**config.mk**
```make
export PLATFORM = sky130hd
export DESIGN_NAME = maria_dma_sched_flat
export DESIGN_NICKNAME = d
export VERILOG_FILES = /design/src/rtl/maria_pkg.sv /design/src/rtl/maria_dma_sched_if.sv /design/src/rtl/maria_beam_counter.sv /design/src/rtl/maria_dma_sched.sv /design/src/flat_wrapper.sv
export SDC_FILE = /design/constraint.sdc
export NUM_CORES = 1
export LEC_CHECK = 0
export CORE_ASPECT_RATIO = 2
export CORE_MARGIN = 2
export CORE_UTILIZATION = 46
export CTS_CLUSTER_DIAMETER = 120
export DETAILED_ROUTE_END_ITERATION = 10
export GPL_TIMING_DRIVEN = 0
export PLACE_DENSITY = 0.7
export SYNTH_ARGS = -nofsm -noshare
export SYNTH_HDL_FRONTEND = slang
export SYNTH_SLANG_ARGS = --single-unit
export TNS_END_PERCENT = 30
```
**constraint.sdc**
```tcl
create_clock -name sysclk -period 8.3 [get_ports sysclk]
set_clock_uncertainty 0.2 [all_clocks]
set_input_delay 1.245 -clock sysclk [delete_from_list [all_inputs] [get_ports sysclk]]
set_output_delay 1.245 -clock sysclk [all_outputs]
set_load 0.05 [all_outputs]
```
**src/rtl/maria_pkg.sv**
```systemverilog
// Shared types and timing constant sets for the Maria display-list DMA blocks.
package maria_pkg;

    localparam int unsigned BEAM_W = 9;

    typedef logic [BEAM_W-1:0] beam_t;

    typedef enum logic [1:0] {
        ST_IDLE    = 2'd0,
        ST_ZP_BUSY = 2'd1,
        ST_ARMED   = 2'd2,
        ST_DP_BUSY = 2'd3
    } dma_sched_state_t;

    // NTSC beam timing
    localparam int unsigned NTSC_LINE_CYCLES = 454;
    localparam int unsigned NTSC_FRAME_LINES = 263;
    localparam int unsigned NTSC_FIRST_LINE  = 16;
    localparam int unsigned NTSC_LAST_LINE   = 258;

    // PAL beam timing
    localparam int unsigned PAL_LINE_CYCLES  = 454;
    localparam int unsigned PAL_FRAME_LINES  = 313;
    localparam int unsigned PAL_FIRST_LINE   = 16;
    localparam int unsigned PAL_LAST_LINE    = 308;

endpackage

```
**src/rtl/maria_dma_sched_if.sv**
```systemverilog
// Start/kill/done handshake between the line scheduler and the DMA controller.
interface maria_dma_sched_if;

    logic zp_dma_start;
    logic dp_dma_start;
    logic dp_dma_kill;
    logic zp_dma_done;
    logic dp_dma_done;
    logic dp_dma_done_dli;

    modport master (
        output zp_dma_start,
        output dp_dma_start,
        output dp_dma_kill,
        input  zp_dma_done,
        input  dp_dma_done,
        input  dp_dma_done_dli
    );

    modport slave (
        input  zp_dma_start,
        input  dp_dma_start,
        input  dp_dma_kill,
        output zp_dma_done,
        output dp_dma_done,
        output dp_dma_done_dli
    );

endinterface

```
**src/rtl/maria_beam_counter.sv**
```systemverilog
// Horizontal/vertical beam counters with registered vblank and last_line flags.
// The look-ahead counts let the scheduler register pulses that line up with
// the count values they refer to.
module maria_beam_counter
    import maria_pkg::*;
#(
    parameter int unsigned LINE_CYCLES = NTSC_LINE_CYCLES,
    parameter int unsigned FRAME_LINES = NTSC_FRAME_LINES,
    parameter int unsigned FIRST_LINE  = NTSC_FIRST_LINE,
    parameter int unsigned LAST_LINE   = NTSC_LAST_LINE
) (
    input  logic  sysclk,
    input  logic  reset,
    output beam_t hcount,
    output beam_t vcount,
    output logic  vblank,
    output logic  last_line,
    output beam_t hcount_nxt_c,
    output beam_t vcount_nxt_c,
    output logic  frame_wrap_c
);

    logic line_end;

    // Next beam position and wrap detection
    always_comb begin
        line_end     = (hcount == beam_t'(LINE_CYCLES - 1));
        frame_wrap_c = line_end && (vcount == beam_t'(FRAME_LINES - 1));
        hcount_nxt_c = line_end ? '0 : hcount + beam_t'(1);
        vcount_nxt_c = vcount;
        if (frame_wrap_c) begin
            vcount_nxt_c = '0;
        end else if (line_end) begin
            vcount_nxt_c = vcount + beam_t'(1);
        end
    end

    // Counters and line flags advance together so they always agree
    always_ff @(posedge sysclk) begin
        if (reset) begin
            hcount    <= '0;
            vcount    <= '0;
            vblank    <= 1'b1;
            last_line <= 1'b0;
        end else begin
            hcount    <= hcount_nxt_c;
            vcount    <= vcount_nxt_c;
            vblank    <= (vcount_nxt_c < beam_t'(FIRST_LINE)) ||
                         (vcount_nxt_c > beam_t'(LAST_LINE));
            last_line <= (vcount_nxt_c == beam_t'(LAST_LINE));
        end
    end

endmodule

```
**src/rtl/maria_dma_sched.sv**
```systemverilog
// Maria display-list DMA scheduler: issues zone-header and per-line fetches,
// kills overrunning line fetches, and drives CPU halt and the DLI NMI.
module maria_dma_sched
    import maria_pkg::*;
#(
    parameter int unsigned LINE_CYCLES = NTSC_LINE_CYCLES,
    parameter int unsigned FRAME_LINES = NTSC_FRAME_LINES,
    parameter int unsigned FIRST_LINE  = NTSC_FIRST_LINE,
    parameter int unsigned LAST_LINE   = NTSC_LAST_LINE,
    parameter int unsigned ZP_CYCLE    = 16,
    parameter int unsigned DP_START    = 28,
    parameter int unsigned DP_KILL     = 428,
    parameter int unsigned NMI_CYCLES  = 8
) (
    input  logic              sysclk,
    input  logic              reset,
    input  logic              dma_en,
    maria_dma_sched_if.master dma,
    output logic              last_line,
    output logic              halt,
    output logic              nmi,
    output beam_t             hcount,
    output beam_t             vcount,
    output logic              vblank
);

    localparam int unsigned NMI_W = $clog2(NMI_CYCLES + 1);

    beam_t            hcount_nxt_c;
    beam_t            vcount_nxt_c;
    logic             frame_wrap_c;
    dma_sched_state_t state;
    dma_sched_state_t state_nxt;
    logic             zp_hit;
    logic             dp_hit;
    logic             kill_hit;
    logic             zp_start_d;
    logic             dp_start_d;
    logic             kill_d;
    logic             halt_d;
    logic             nmi_d;
    logic             kill_sent;
    logic             kill_sent_d;
    logic [NMI_W-1:0] nmi_cnt;
    logic [NMI_W-1:0] nmi_cnt_d;
    logic             zp_start_q;
    logic             dp_start_q;
    logic             kill_q;

    maria_beam_counter #(
        .LINE_CYCLES (LINE_CYCLES),
        .FRAME_LINES (FRAME_LINES),
        .FIRST_LINE  (FIRST_LINE),
        .LAST_LINE   (LAST_LINE)
    ) u_beam (
        .sysclk       (sysclk),
        .reset        (reset),
        .hcount       (hcount),
        .vcount       (vcount),
        .vblank       (vblank),
        .last_line    (last_line),
        .hcount_nxt_c (hcount_nxt_c),
        .vcount_nxt_c (vcount_nxt_c),
        .frame_wrap_c (frame_wrap_c)
    );

    // Trigger points compared against the upcoming beam position
    always_comb begin
        zp_hit   = dma_en && (vcount_nxt_c == beam_t'(FIRST_LINE - 1)) &&
                   (hcount_nxt_c == beam_t'(ZP_CYCLE));
        dp_hit   = dma_en && (vcount_nxt_c >= beam_t'(FIRST_LINE)) &&
                   (vcount_nxt_c <= beam_t'(LAST_LINE)) &&
                   (hcount_nxt_c == beam_t'(DP_START));
        kill_hit = (hcount_nxt_c == beam_t'(DP_KILL));
    end

    // State register
    always_ff @(posedge sysclk) begin
        if (reset) begin
            state <= ST_IDLE;
        end else begin
            state <= state_nxt;
        end
    end

    // Next-state logic; a done pulse outside a transfer is ignored here
    always_comb begin
        state_nxt = state;
        unique case (state)
            ST_IDLE:    if (zp_hit)          state_nxt = ST_ZP_BUSY;
            ST_ZP_BUSY: if (dma.zp_dma_done) state_nxt = ST_ARMED;
            ST_ARMED:   if (dp_hit)          state_nxt = ST_DP_BUSY;
            ST_DP_BUSY: if (dma.dp_dma_done) begin
                state_nxt = (vcount == beam_t'(LAST_LINE)) ? ST_IDLE : ST_ARMED;
            end
            default:    state_nxt = ST_IDLE;
        endcase
        if (frame_wrap_c && (state_nxt != ST_ZP_BUSY) && (state_nxt != ST_DP_BUSY)) begin
            state_nxt = ST_IDLE;
        end
    end

    // Output decode; a done on the kill edge completes the line and suppresses the kill
    always_comb begin
        zp_start_d  = (state == ST_IDLE)  && (state_nxt == ST_ZP_BUSY);
        dp_start_d  = (state == ST_ARMED) && (state_nxt == ST_DP_BUSY);
        kill_d      = (state == ST_DP_BUSY) && (state_nxt == ST_DP_BUSY) &&
                      kill_hit && !kill_sent;
        halt_d      = (state_nxt == ST_ZP_BUSY) || (state_nxt == ST_DP_BUSY);
        kill_sent_d = kill_sent;
        if (dp_start_d) begin
            kill_sent_d = 1'b0;
        end else if (kill_d) begin
            kill_sent_d = 1'b1;
        end
        nmi_cnt_d = nmi_cnt;
        if ((dma.zp_dma_done || dma.dp_dma_done) && dma.dp_dma_done_dli) begin
            nmi_cnt_d = NMI_W'(NMI_CYCLES);
        end else if (nmi_cnt != '0) begin
            nmi_cnt_d = nmi_cnt - NMI_W'(1);
        end
        nmi_d = (nmi_cnt_d != '0);
    end

    // Registered pulses, halt and DLI counter
    always_ff @(posedge sysclk) begin
        if (reset) begin
            zp_start_q <= 1'b0;
            dp_start_q <= 1'b0;
            kill_q     <= 1'b0;
            kill_sent  <= 1'b0;
            halt       <= 1'b0;
            nmi_cnt    <= '0;
            nmi        <= 1'b0;
        end else begin
            zp_start_q <= zp_start_d;
            dp_start_q <= dp_start_d;
            kill_q     <= kill_d;
            kill_sent  <= kill_sent_d;
            halt       <= halt_d;
            nmi_cnt    <= nmi_cnt_d;
            nmi        <= nmi_d;
        end
    end

    assign dma.zp_dma_start = zp_start_q;
    assign dma.dp_dma_start = dp_start_q;
    assign dma.dp_dma_kill  = kill_q;

endmodule

```
**src/flat_wrapper.sv**
```systemverilog
// flat-port wrapper written by rule: the top's interface ports become plain ports
module maria_dma_sched_flat import maria_pkg::*;
#(
    parameter int unsigned LINE_CYCLES = NTSC_LINE_CYCLES,
    parameter int unsigned FRAME_LINES = NTSC_FRAME_LINES,
    parameter int unsigned FIRST_LINE  = NTSC_FIRST_LINE,
    parameter int unsigned LAST_LINE   = NTSC_LAST_LINE,
    parameter int unsigned ZP_CYCLE    = 16,
    parameter int unsigned DP_START    = 28,
    parameter int unsigned DP_KILL     = 428,
    parameter int unsigned NMI_CYCLES  = 8
)
  (sysclk, reset, dma_en, last_line, halt, nmi, hcount, vcount, vblank, dma_zp_dma_start, dma_dp_dma_start, dma_dp_dma_kill, dma_zp_dma_done, dma_dp_dma_done, dma_dp_dma_done_dli);
  maria_dma_sched_if dma_i ();
  input  logic sysclk;
  input  logic reset;
  input  logic dma_en;
  output logic last_line;
  output logic halt;
  output logic nmi;
  output beam_t hcount;
  output beam_t vcount;
  output logic vblank;
  output wire logic [$bits(dma_i.zp_dma_start)-1:0] dma_zp_dma_start;
  output wire logic [$bits(dma_i.dp_dma_start)-1:0] dma_dp_dma_start;
  output wire logic [$bits(dma_i.dp_dma_kill)-1:0] dma_dp_dma_kill;
  input wire logic [$bits(dma_i.zp_dma_done)-1:0] dma_zp_dma_done;
  input wire logic [$bits(dma_i.dp_dma_done)-1:0] dma_dp_dma_done;
  input wire logic [$bits(dma_i.dp_dma_done_dli)-1:0] dma_dp_dma_done_dli;
  assign dma_zp_dma_start = dma_i.zp_dma_start;
  assign dma_dp_dma_start = dma_i.dp_dma_start;
  assign dma_dp_dma_kill = dma_i.dp_dma_kill;
  assign dma_i.zp_dma_done = dma_zp_dma_done;
  assign dma_i.dp_dma_done = dma_dp_dma_done;
  assign dma_i.dp_dma_done_dli = dma_dp_dma_done_dli;
  maria_dma_sched #(.LINE_CYCLES(LINE_CYCLES), .FRAME_LINES(FRAME_LINES), .FIRST_LINE(FIRST_LINE), .LAST_LINE(LAST_LINE), .ZP_CYCLE(ZP_CYCLE), .DP_START(DP_START), .DP_KILL(DP_KILL), .NMI_CYCLES(NMI_CYCLES)) u_core (.sysclk(sysclk), .reset(reset), .dma_en(dma_en), .dma(dma_i), .last_line(last_line), .halt(halt), .nmi(nmi), .hcount(hcount), .vcount(vcount), .vblank(vblank));
endmodule
```
## Yosys cells after proc, flatten, opt, wreduce, memory -nomap -nowiden

Index checks and enable logic that the tools add are counted.

- Register bits: 32
- Word-level logic and storage cells: 68

- Add/sub/neg operators: 3
- Equal/unequal tests: 15
- Reductions and logical operators: 22
- Order comparisons: 4
- Multiplexer cells: 12

Operators with widths:

| kind | count |
|---|---|
| 9-bit == test, second input constant | 5 |
| 9-bit 2-to-1 mux | 3 |
| 9-bit by 1-bit adder with 9-bit output, second input constant | 2 |
| 9-bit by 5-bit == test with 1-bit output, second input constant | 2 |
| 1-bit logical AND | 14 |
| 2-bit 2-to-1 mux | 6 |
| 9-bit by 4-bit == test with 1-bit output, second input constant | 1 |
| 9-bit by 5-bit greater-or-equal comparator with 1-bit output, second input constant | 1 |
| 9-bit greater-than comparator, second input constant | 1 |
| 9-bit <= comparator, second input constant | 1 |
| 9-bit by 5-bit < comparator with 1-bit output, second input constant | 1 |
| 4-bit 2-to-1 mux | 2 |
| 2-bit one-hot mux with 4 select lines | 1 |
| 4-bit nonzero test | 2 |
| 2-bit == test, second input constant | 3 |
| 2-bit by 1-bit == test with 1-bit output, second input constant | 2 |
| 4-bit by 1-bit subtractor with 4-bit output, second input constant | 1 |
| 1-bit logical OR | 3 |
| 2-bit zero test | 1 |
| 2-bit by 1-bit != test with 1-bit output, second input constant | 1 |
| 2-bit != test, second input constant | 1 |
| 2-bit OR reduction | 1 |
| 1-bit zero test | 1 |

## Depth between registers and ports, before layout

Gate-level depths: netlist of run 1.

- Depth in word-level cells: 17
- Gate-level depth with buffers: 10
- Mapped depth without buffers: 9

## Modules after synthesis

From an unflattened synthesis of run 1, not the netlist that was laid out.

- Cells, all modules: 214
- Area, all modules: 1,850.5 um2

By module, submodules not included:

| module | area each (um2) | cells each | seq. area each (um2) | instances |
|---|---|---|---|---|
| maria_beam_counter | 1,161.1 | 134 | 400.4 | 1 |
| maria_dma_sched | 689.4 | 80 | 240.2 | 1 |

## Worst setup path before layout of run 1

No wires, ideal clock.

- Path kind: reg-to-reg
- Start point: register u_core.u_beam.hcount[0]
- End point: register u_core.kill_sent
- Buffers on the path: 0
- Library setup time: 0.119 ns
- Data required time: 7.981 ns
- Cell stages (with the launch flop): 9
- Slack: 5.185 ns
- Period minus slack after synthesis: 3.115 ns
- Data arrival time: 2.796 ns
- Cell sequence: dfxtp_1 ha_1 nand4b_2 nor3_2 xnor2_1 nor3b_1 o221ai_1 a211o_2 o221a_1

- Word-level cells in the longest chain between the ends: 17
- Elaborated cells between the ends (all ways): 31

RTL lines:

| what | RTL line | RTL |
|---|---|---|
| start: declaration | maria_beam_counter.sv:14 | `output beam_t hcount,` |
| start signal: assignment | maria_beam_counter.sv:46 | `hcount <= hcount_nxt_c;` |
| 9-bit == test | maria_beam_counter.sv:27 | `line_end = (hcount == beam_t'(LINE_CYCLES - 1));` |
| 9-bit 2-to-1 mux / 1-bit logical AND (equally long branches) | maria_beam_counter.sv:33, maria_beam_counter.sv:28 |  |
| 9-bit 2-to-1 mux | maria_beam_counter.sv:31 | `if (frame_wrap_c) begin` |
| 9-bit by 5-bit greater-or-equal comparator with 1-bit output | maria_dma_sched.sv:71 | `dp_hit = dma_en && (vcount_nxt_c >= beam_t'(FIRST_LINE)) &&` |
| 1-bit logical AND (2 in a row) | maria_dma_sched.sv:71 |  |
| 1-bit logical AND | maria_dma_sched.sv:72 | `(vcount_nxt_c <= beam_t'(LAST_LINE)) &&` |
| 2-bit 2-to-1 mux | maria_dma_sched.sv:92 | `ST_ARMED: if (dp_hit) state_nxt = ST_DP_BUSY;` |
| 2-bit one-hot mux with 4 select lines | maria_dma_sched.sv:89 | `unique case (state)` |
| 2-bit by 1-bit != test with 1-bit output | maria_dma_sched.sv:98 | `if (frame_wrap_c && (state_nxt != ST_ZP_BUSY) && (state_nxt != ST_DP_BUSY)) begin` |
| 1-bit logical AND (2 in a row) | maria_dma_sched.sv:98 |  |
| 2-bit 2-to-1 mux | maria_dma_sched.sv:98 |  |
| 2-bit == test | maria_dma_sched.sv:106, maria_dma_sched.sv:107 |  |
| 1-bit logical AND (2 in a row) | maria_dma_sched.sv:107 | `kill_d = (state == ST_DP_BUSY) && (state_nxt == ST_DP_BUSY) &&` |
| 1-bit logical AND | maria_dma_sched.sv:108 | `kill_hit && !kill_sent;` |
| end signal: assignment | maria_dma_sched.sv:139 | `kill_sent <= kill_sent_d;` |
| end: declaration | maria_dma_sched.sv:42 | `logic kill_sent;` |

Parallel ways exist; a longest one is shown, timed or not.
A chain may end at the register's enable or synchronous reset.

## Worst setup path after layout of run 1

Same ends and word-level chain as after synthesis.

==> metrics.md, run 1 <==
| Metric | Value |
|---|---|
| Status | complete, no violations |
| Finished Cell Area | between 2000 and 2500 µm² |
| Critical Path Fanout Max | 10 |
| Worst slew pin tran | 0.543 ns |
| DRC errors left | 0 |
| Insertion delay to the later sink of the worst-skew pair | 0.29 ns |
| Total iterations of the first detailed-routing run | 4 |
| Cell Int Power | ~280 µW |
| TritonCTS Buffers | 5 |
| Syn nets | about 250 |
| Initial Utilization | 0.477 |
| Post-cts resize count | 0 |
| R2r setup slk | 5.13 ns |
| CP top delay family | simple AND/OR/NAND/NOR gates |
| Fin cells | 327 |
| Final min period | ~3.2 ns |
| Die height | 96.1 µm |
| Core area | 4090 µm² |
| FF+latch count, synth | 31 |
| Worst setup margin | 5.13 ns |
| Clock network fraction of total power | 0.403 |
| Critical Path Start | u_core.u_beam.hcount[0]$_SDFF_PP0_ |
| Final hold slack | 0.301 ns |
| Clk buf depth | 2 |
| Mapped Avg Cell Area | ~8.2 µm² |
| Area share of the largest cell type after synthesis | 0.318 |
| Area leader, netlist | dfxtp_1 |
| GR Util All Layers | 0.223 |
| Die X | 50.0 µm |
| CP required | between 8 and 9 ns |
| Reg power frac | 0.424 |
| Post-synthesis sequential area ratio | 0.318 |
| Critical path arrival | 3.15 ns |
| Input/output buffers | 30 |
| CTS tree | yes |
| Cell Pwr Density | 160 nW/µm² |
| # Post-CTS Setup Buffers | 0 |
| # Max-Cap Violations | 0 |
| Count of final setup violators | 0 |
| Row count | 33 |
| Final hold violations | 0 |
| Vias in the first global route | 1761 |
| Reg2reg start | u_core.u_beam.hcount[0]$_SDFF_PP0_ |
| Post-CTS Hold Buffers | 0 |
| Count of cell types in the netlist | 60 |
| Critical-path cell list | ha_1, nand4b_2, nor3_2, xnor2_1, nor3b_1, o221ai_1, a211o_2, o221a_1 |
| Syn. warnings | 0 |
| Commonest non-fill, non-tap cells in the layout | 31 x dfxtp_1, 30 x clkdlybuf4s50_1, 23 x nor2_1, 19 x nand2_1, 16 x nor3_1 |
| WL/cell | 14.9 µm |
| Root buffer cell | clkbuf_8 |
| Vias per std cell | 5.74 |
| Commonest non-fill, non-tap cell in the layout | dfxtp_1 |
| Worst vdd ir | 0.140 mV |
| GPL Wtd Cong | 0.909 |
| Layout Utilization | 0.595 |
| Min-delay worst type | reg2reg |
| Crit end category | flip-flop |
| Slowest-stage cell, CP | dfxtp_1 |
| Min-delay src | u_core.nmi_cnt[1]$_SDFF_PP0_ |
| Final ANT Viol Nets | 0 |
| Die footprint | 4810 µm² |
| I/O pins | 31 |
| Overall Power | roughly 400 µW |
| Top cells by area, synth | dfxtp_1 32%, nor2_1 4.4%, nor3_1 4.1% |
| Num Clock Sinks | 31 |
| Buffers & Inverters on Critical Path | 0 |
| RSZ-0062 raised after global routing | no |
| Slew HR | 0.638 |
| Sum of negative setup slack | 0 ns |
| First-pass GRT wire length | between 8000 and 9000 µm |
| Switching share of total power | 0.275 |
| Largest net degree at the start of global routing | 11 |
| Placed Cells | 319 |
| Combinational fraction of design power | 0.174 |
| Number of diodes | 0 |
| Initial DRC Count | 31 |
| Slowest stage delay, CP | 0.52 ns |
| Post-Synthesis Cells | roughly 240 |
| Fin nets | about 290 |
| Peak Freq | 316 MHz |
| Ys flop type | dfxtp_1 |
| Via count | 1876 |
| H-tree Lvls | 2 |
| Final worst-path cycle share | 0.382 |
| Type of origin of the critical path | flip-flop |
| Hpwl dp | about 3800 µm |
| Clock transition at path regs | 0.07 ns |
| Initial antenna violation count | 0 |
| EDFF count, synth | 0 |
| Post-DP Area | roughly 2300 µm² |
| Sw Pwr | 107 µW |
| Leakage | 0.879 nW |
| Synthesis-to-finish area growth | 24.8% |
| Asr flop ratio synth | 0 |
| Share of layout cells above drive strength 1 | 0.116 |
| Critical path class | reg2reg |
| Detailed Route WL | 4890 µm |
| Fin. max-slew vios | 0 |
| Gr ovfl total | 0 |
| Cell Area, Synth | between 1500 and 2000 µm² |
| Place WS | 5.13 ns |
[sequential cells by signal, summed over array words and instances (netlist names)]
register and cells:
u_core.u_beam.last_line 1, u_core.nmi 1, u_core.dma.dp_dma_kill 1, u_core.u_beam.hcount 9, u_core.dma.dp_dma_start 1, u_core.nmi_cnt 4, u_core.state 1, u_core.dma.zp_dma_start 1
u_core.u_beam.vblank 1, u_core.halt 1, u_core.kill_sent 1, u_core.u_beam.vcount 9
[power by group through the flow]
stage          registers, mW  logic, mW  clock network (mW)
3_5_place_dp           0.169     0.0683                   0
6_report               0.165     0.0678               0.157
5_1_grt                0.167     0.0750               0.164
2_1_floorplan          0.178     0.0400                   0
4_1_cts                0.165     0.0687               0.159
3_3_place_gp           0.168     0.0681                   0
[final cells by class]
cell class / instances / area, µm²
buffer: 13 / 58.8
clock buffer: 6 / 82.6
clock inverter: 2 / 35.0
fill: 371 / 1650
inverter: 12 / 45.0
multi-input combinational: 181 / 1230
sequential: 31 / 621
tap: 52 / 65.1
timing repair buffer: 30 / 300
[logic make-up after synthesis]
| kind of cell | after synthesis | synth area share |
|---|---|---|
| and+or+nand+nor | 116 | 0.362 |
| AOI/OAI and AO/OA | 50 | 0.190 |
| DFF | 31 | 0.318 |
| buffers and inverters | 25 | 0.0532 |
| xor gates and xnor gates | 10 | 0.0449 |
| adders and majority gates | 5 | 0.0321 |
[routing by layer]
metal	GRT usage	wire length (µm)	vias up
li1	-	-	953
met1	0.221	1860	846
met2	0.389	2520	52
met3	0.0404	160	25
met4	0.190	348	0
met5	0	0	-
[cell usage after synthesis, types with 2 or more instances]
cell type / n
a211oi_1: 2
a21oi_1: 14
a31oi_1: 5
and2_1: 2
and4_1: 2
buf_2: 4
clkbuf_1: 6
dfxtp_1: 31
ha_1: 5
inv_1: 12
nand2_1: 19
nand2b_1: 2
nand3_1: 11
nand3b_1: 2
nand4_1: 10
nor2_1: 23
nor2b_1: 3
nor3_1: 16
nor4_1: 2
nor4b_1: 2
o211a_1: 2
o21a_1: 2
o21ai_0: 6
o221ai_1: 2
o31ai_1: 4
or2_2: 3
or3_1: 3
or3_4: 2
xnor2_1: 7
xor2_1: 3
[worst register-to-register path, cell delays in order (launching register included)]
cell	delay (ns)
dfxtp_1	0.52
ha_1	0.26
nand4b_2	0.25
nor3_2	0.33
xnor2_1	0.18
nor3b_1	0.44
o221ai_1	0.23
a211o_2	0.41
o221a_1	0.26
[final timing paths]
kind | end | cells past startpoint
min reg2reg | u_core.nmi_cnt[1]$_SDFF_PP0_ | 2
min | u_core.nmi_cnt[1]$_SDFF_PP0_ | 2
max reg2reg | u_core.kill_sent$_SDFFE_PP0P_ | 8
max | u_core.kill_sent$_SDFFE_PP0P_ | 8
Note: power is estimated with default switching activity, not from simulation.
==> run 2, diff against run 1 <==
Settings changed: PLACE_DENSITY 0.7 to 0.73.
Clock period 8.3 ns to 2.8 ns, I/O delays scaled along.
==> run 2 against run 1 <==
Against the previous run: non-clock buffer count up 3; sequential power rose to 3.0 times the previous value; via count up 4.4%; critical path depth down 1; first-iteration DRC count up 35%; wire length up 3.5%; clock-buffer cell count up 1; sequential share of layout area down 0.78 points; register-to-register slack worse by 5.0 ns; power rose to 2.9 times the previous value; clock power rose to 2.7 times the previous value; largest power group unchanged.
==> metrics.md, run 2 (synthesized netlist as in run 1, its figures left out) <==
| Metric | Value |
|---|---|
| Initial antenna violation count | 0 (unchanged) |
| Fin cells | 330 (+0.92%) |
| Initial Utilization | 0.477 (unchanged) |
| Row count | 33 (unchanged) |
| H-tree Lvls | 2 (unchanged) |
| Insertion delay to the later sink of the worst-skew pair | 0.29 ns (about the same) |
| Filler cells | 354 (-4.6%) |
| Biggest regs | u_core.u_beam.hcount: 9 flops, u_core.u_beam.vcount: 9 flops, u_core.nmi_cnt: 4 flops |
| Final min period | 2.69 ns (-0.478 ns) |
| Finished Cell Area | 2570 µm² (+5.7%) |
| Status | complete, no violations |
| Type of origin of the critical path | flip-flop |
| Total iterations of the first detailed-routing run | 4 (unchanged) |
| # Max-Cap Violations | 0 (unchanged) |
| Vias per std cell | 5.93 (+3.4%) |
| Cell Pwr Density | 439 nW/µm² (+170%) |
| Detailed Route WL | 5060 µm (+3.5%) |
| Cell Int Power | 807 µW (+190%) |
| Clk buf depth | 2 (unchanged) |
| Placed Cells | 319 (unchanged) |
| Root buffer cell | clkbuf_8 |
| Critical path class | reg2reg |
| Die X | 50.0 µm (unchanged) |
| Met2 GRT Util | 0.409 (+0.0197) |
| Final worst-path cycle share | 0.960 (+0.579) |
| Largest net degree at the start of global routing | 11 (unchanged) |
| Clock network fraction of total power | 0.381 (-0.022) |
| Critical Path Fanout Max | 6 (-4) |
| Post-DP Area | 2330 µm² (+0.65%) |
| Hpwl dp | 3710 µm (-1.7%) |
| GR Util met1 | 0.204 (-0.0170) |
| Number of diodes | 0 (unchanged) |
| Synthesis-to-finish area growth | 31.8% |
| Fin nets | 288 (+1.1%) |
| Gr ovfl total | 0 (unchanged) |
| Leakage | 0.958 nW (+8.9%) |
| Min-delay worst type | reg2reg |
| Switching share of total power | 0.285 (+0.00982) |
| Share of layout cells above drive strength 1 | 0.201 (+0.0851) |
| Sw Pwr | 322 µW (+200%) |
| Count of final setup violators | 0 (unchanged) |
| GPL Wtd Cong | 0.928 (+2.1%) |
| Combinational fraction of design power | 0.183 (+0.009) |
| First-pass GRT wire length | 7900 µm (-2.0%) |
| DRC errors left | 0 (unchanged) |
| Slew HR | 0.650 (+0.0118) |
| TritonCTS Buffers | 5 (unchanged) |
| Die height | 96.1 µm (unchanged) |
| Final ANT Viol Nets | 0 (unchanged) |
| Crit end category | flip-flop |
| Via count | 1958 (+4.4%) |
| Critical path arrival | 2.67 ns (-0.48 ns) |
| Reg power frac | 0.435 (+0.011) |
| Post-CTS Hold Buffers | 0 (unchanged) |
| Fin. max-slew vios | 0 (unchanged) |
| Commonest non-fill, non-tap cell in the layout | clkdlybuf4s50_1 |
| Core area | 4090 µm² (unchanged) |
| CTS tree | yes |
| I/O pins | 31 (unchanged) |
| Grt peak-use layer | met2 |
| Num Clock Sinks | 31 (unchanged) |
| Routing usage on met3 | 0.0342 (-0.00621) |
| Worst slew pin tran | 0.525 ns (-0.0177 ns) |
| GR Util All Layers | 0.217 (-0.00533) |
| Input/output buffers | 30 (unchanged) |
| Peak Freq | 372 MHz (+18%) |
| Overall Power | 1.13 mW (+190%) |
| WL/cell | 15.3 µm (+2.6%) |
| Clock transition at path regs | 0.07 ns (about the same) |
| Final hold violations | 0 (unchanged) |
| Commonest non-fill, non-tap cells in the layout | 30 x clkdlybuf4s50_1, 23 x nor2_1, 21 x dfxtp_1, 19 x nand2_1 |
| Die footprint | 4810 µm² (unchanged) |
| Initial DRC Count | 42 (+35%) |
| Worst vdd ir | 0.321 mV (+130%) |
| CP required | 2.78 ns (-5.51 ns) |
| Vias in the first global route | 1788 (+1.5%) |
==> run 2: cell count changes in the layout (fill, tap and decap cells not counted), sizes merged <==
cell and change:
bufinv -1, buf +4
==> run 2: power groups by stage <==
stage	sequential, mW	clock, mW	combinational, mW
finish	0.492	0.431	0.207
global placement	0.499	0	0.202
floorplan	0.529	0	0.118
detailed placement	0.500	0	0.202
CTS	0.491	0.437	0.204
global route	0.495	0.461	0.225
==> run 2: timing repair <==
item / 4_1_cts / 5_1_grt
gates cloned: 0 / 0
gates resized for setup: 6 / 14
endpoints found under the setup margin: 4 / 4
pin swaps: 1 / 6
setup buffers: 1 / 3
==> run 2: layout make-up <==
class	count	area [µm²]	area share
multi-input combinational	181	1330	0.515
buffer	12	57.6	0.0224
sequential	31	636	0.247
tap	52	65.1	0.0253
clock buffer	7	108	0.0418
timing repair buffer	34	330	0.128
clock inverter	1	5.00	0.00195
inverter	12	45.0	0.0175
==> run 2: stage by stage <==
stage | util | setup TNS, ns | setup slack, ns | hold slack [ns]
global placement | 0.570 | -0.256 | -0.117 | 0.291
CTS | 0.608 | 0 | 0.0492 | 0.308
detailed placement | 0.570 | -0.404 | -0.166 | 0.298
floorplan | - | 0 | 0.0123 | 0.262
finish | 0.629 | 0 | 0.112 | 0.302
global route | 0.629 | -0.0136 | -0.0136 | 0.337
==> run 2: worst paths after layout <==
| check | slack [ns] | cells after the start | from | end |
|---|---|---|---|---|
| worst max register to register | 0.11 | 7 | u_core.u_beam.vcount[7]$_SDFF_PP0_ | u_core.kill_sent$_SDFFE_PP0P_ |
| worst min register to register | 0.30 | 2 | u_core.nmi_cnt[1]$_SDFF_PP0_ | u_core.nmi_cnt[1]$_SDFF_PP0_ |
| worst max-delay path | 0.11 | 7 | u_core.u_beam.vcount[7]$_SDFF_PP0_ | u_core.kill_sent$_SDFFE_PP0P_ |
| worst min-delay path | 0.30 | 2 | u_core.nmi_cnt[1]$_SDFF_PP0_ | u_core.nmi_cnt[1]$_SDFF_PP0_ |
==> run 2: worst max-delay path: stages (launching register included) <==
cell and delay, ns:
dfxtp_1 0.37, or3_4 0.44, o41ai_4 0.35, a31o_2 0.24
and4_1 0.24, o221ai_2 0.13, a211o_4 0.37, o221a_1 0.25
==> run 2: routing by layer <==
layer,share of wire,vias up
met5,0,-
met4,0.061,0
met3,0.036,21
met2,0.54,60
met1,0.37,924
li1,-,953
==> run 3, diff against run 2 <==
Settings changed: SYNTH_HIERARCHICAL set to 1.
==> run 3 against run 2 <==
Against the previous run: sequential cell count rose by 1; clock-buffer cell count rose by 1; cell area fell by 4.1%; first-iteration DRC count fell by 29%; via count fell by 9.6%; largest power group unchanged; combinational power fell by 9.7%; critical path depth rose by 6; synthesized cell count fell by 9.7%; wire length fell by 5.8%; register-to-register slack got worse by 0.09 ns.
==> metrics.md, run 3 <==
| Metric | Value |
|---|---|
| Count of cell types in the netlist | 59 (-1.7%) |
| Post-Synthesis Cells | 214 (-9.7%) |
| Vias per std cell | 5.68 (-4.3%) |
| Via count | 1771 (-9.6%) |
| Most common cell in the synthesized netlist | dfxtp_1 |
| Worst slew pin tran | 0.527 ns (+0.00161 ns) |
| Count of final setup violators | 0 (unchanged) |
| EDFF count, synth | 0 (unchanged) |
| Share of layout cells above drive strength 1 | 0.226 (+0.0246) |
| Crit end category | flip-flop |
| Number of diodes | 0 (unchanged) |
| Commonest cells in the netlist | 32 x dfxtp_1, 23 x nor2_1, 15 x nand2_1, 12 x nor2b_1 |
| Hpwl dp | 3460 µm (-6.7%) |
| Cell Pwr Density | 422 nW/µm² (-4.0%) |
| # Max-Cap Violations | 0 (unchanged) |
| Critical Path Fanout Max | 5 (-1) |
| Gr ovfl total | 0 (unchanged) |
| RSZ-0062 raised after global routing | yes |
| Critical path class | reg2reg |
| Ys flop type | dfxtp_1 |
| GPL Wtd Cong | 0.833 (-10%) |
| Die X | 48.9 µm (-2.4%) |
| Post-CTS Hold Buffers | 0 (unchanged) |
| Row count | 32 (-3.0%) |
| Num Clock Sinks | 32 (+3.2%) |
| CTS tree | yes |
| Core area | 3840 µm² (-6.0%) |
| Total iterations of the first detailed-routing run | 4 (unchanged) |
| Mapped Avg Cell Area | 8.65 µm² (+5.1%) |
| Overall Power | 1.04 mW (-7.9%) |
| Final ANT Viol Nets | 0 (unchanged) |
| Vias in the first global route | 1751 (-2.1%) |
| Final min period | 2.78 ns (+0.0908 ns) |
| Detailed Route WL | 4760 µm (-5.8%) |
| Leakage | 0.953 nW (-0.49%) |
| TritonCTS Buffers | 5 (unchanged) |
| Die footprint | 4580 µm² (-4.8%) |
| Fin. max-slew vios | 0 (unchanged) |
| Worst setup margin | 0.0208 ns (-0.0908 ns) |
| WL/cell | 15.3 µm (-0.38%) |
| Initial antenna violation count | 0 (unchanged) |
| Biggest regs | u_core/u_beam/hcount: 9 flops, u_core/u_beam/vcount: 9 flops, u_core/nmi_cnt: 4 flops |
| Layout Utilization | 0.641 (+0.0123) |
| Place WS | -0.327 ns (-0.162 ns) |
| Commonest non-fill, non-tap cells in the layout | 29 x clkdlybuf4s50_1, 22 x nor2_1, 21 x dfxtp_1, 15 x nand2_1 |
| Slew HR | 0.649 (-0.00107) |
| Post-synthesis sequential area ratio | 0.346 (+0.0280) |
| Type of origin of the critical path | flip-flop |
| GR Util All Layers | 0.223 (+0.00538) |
| Initial Utilization | 0.481 (+0.00425) |
| I/O pins | 31 (unchanged) |
| Clk buf depth | 2 (unchanged) |
| Worst vdd ir | 0.297 mV (-7.3%) |
| Final worst-path cycle share | 0.993 (+0.0324) |
| Asr flop ratio synth | 0 (unchanged) |
| First-pass GRT wire length | 7910 µm (+0.18%) |
| FF+latch count, synth | 32 (+3.2%) |
| Peak Freq | 360 MHz (-3.3%) |
| Cell Area, Synth | 1850 µm² (-5.1%) |
| Critical path arrival | 2.73 ns (+0.06 ns) |
| Top cells by area, synth | dfxtp_1 35%, nor2_1 4.7%, nor2b_1 4.1% |
| Min-delay worst type | reg2reg |
| DRC errors left | 0 (unchanged) |
| Syn. warnings | 6 (+6) |
| Die height | 93.7 µm (-2.5%) |
| Area share of the largest cell type after synthesis | 0.346 (+0.0280) |
| Commonest non-fill, non-tap cell in the layout | clkdlybuf4s50_1 |
| Clock transition at path regs | 0.07 ns (about the same) |
| Status | complete, no violations |
| Largest net degree at the start of global routing | 12 (+1) |
| CP required | 2.75 ns (-0.03 ns) |
| Input/output buffers | 29 (-3.3%) |
| Syn nets | 225 (-9.3%) |
| Area leader, netlist | dfxtp_1 |
| Initial DRC Count | 30 (-29%) |
| Insertion delay to the later sink of the worst-skew pair | 0.28 ns (about the same) |
| Root buffer cell | clkbuf_8 |
| Final hold violations | 0 (unchanged) |
| Synthesis-to-finish area growth | 33.2% |
| H-tree Lvls | 2 (unchanged) |
| Fin nets | 271 (-5.9%) |
## run 3: final cells by class
class | count | area, µm²
repair buffers | 40 | 373
inverters | 11 | 41.3
clock buffers | 8 | 90.1
well taps | 51 | 63.8
plain buffers | 6 | 41.3
fillers | 355 | 1380
flip-flops and latches | 32 | 659
multi-input cells | 164 | 1200
## run 3: what timing repair did
action / CTS / global route
pin swaps: 3 / 8
setup buffers: 3 / 8
gates resized for setup: 3 / 14
endpoints found under the hold margin: 0 / 0
endpoints found under the setup margin: 7 / 7
## run 3: worst paths after layout
| check | start | slack [ns] | to | cells past startpoint |
|---|---|---|---|---|
| hold / removal | u_core/u_beam/hcount[0]$_SDFF_PP0_ | 0.28 | u_core/u_beam/hcount[0]$_SDFF_PP0_ | 1 |
| setup / recovery | u_core/u_beam/hcount[1]$_SDFF_PP0_ | 0.02 | u_core/dma.dp_dma_start$_SDFF_PP0_ | 13 |
| setup reg to reg | u_core/u_beam/hcount[1]$_SDFF_PP0_ | 0.02 | u_core/dma.dp_dma_start$_SDFF_PP0_ | 13 |
| hold reg to reg | u_core/u_beam/hcount[0]$_SDFF_PP0_ | 0.28 | u_core/u_beam/hcount[0]$_SDFF_PP0_ | 1 |
## run 3: per-stage QoR
stage / cell area, µm² / cells / hold WS [ns] / setup TNS [ns]
finish: 2460 / 312 / 0.278 / 0
global placement: 2230 / 294 / 0.275 / -1.91
CTS: 2350 / 304 / 0.284 / 0
detailed placement: 2230 / 294 / 0.272 / -2.00
global route: 2460 / 312 / 0.296 / -0.247
floorplan: 1870 / 214 / 0.280 / -0.0117
## run 3: cells by family after synthesis
| logic type | synth area share |
|---|---|
| adders and majority gates | 0.0338 |
| and+or+nand+nor | 0.354 |
| buffers and inverters | 0.0426 |
| DFF | 0.346 |
| AOI/OAI and AO/OA | 0.150 |
| muxes | 0.0115 |
| xor gates and xnor gates | 0.0615 |
## run 3: critical path, cell delays in order (launching register included)
cell       delay (ns)
dfxtp_4          0.36
inv_2            0.06
ha_4             0.12
nand4bb_1        0.12
buf_6            0.16
nor4_4           0.30
buf_4            0.17
xor2_1           0.08
nor4_2           0.33
buf_4            0.19
buf_4            0.10
nor2_2           0.04
o2111a_1         0.29
nor2b_1          0.13
## run 3: power by group
group / switching, mW / leakage (nW) / internal, mW
combinational: 0.106 / 0.642 / 0.0810
clock: 0.160 / 0.0455 / 0.200
sequential: 0.0173 / 0.265 / 0.476
total: 0.283 / 0.953 / 0.757
## run 3: routing by layer
metal / GRT usage / up-vias / share of wire
li1: - / 866 / -
met3: 0.0303 / 15 / 0.027
met4: 0.138 / 0 / 0.040
met1: 0.214 / 845 / 0.37
met5: 0 / - / 0
met2: 0.430 / 45 / 0.57
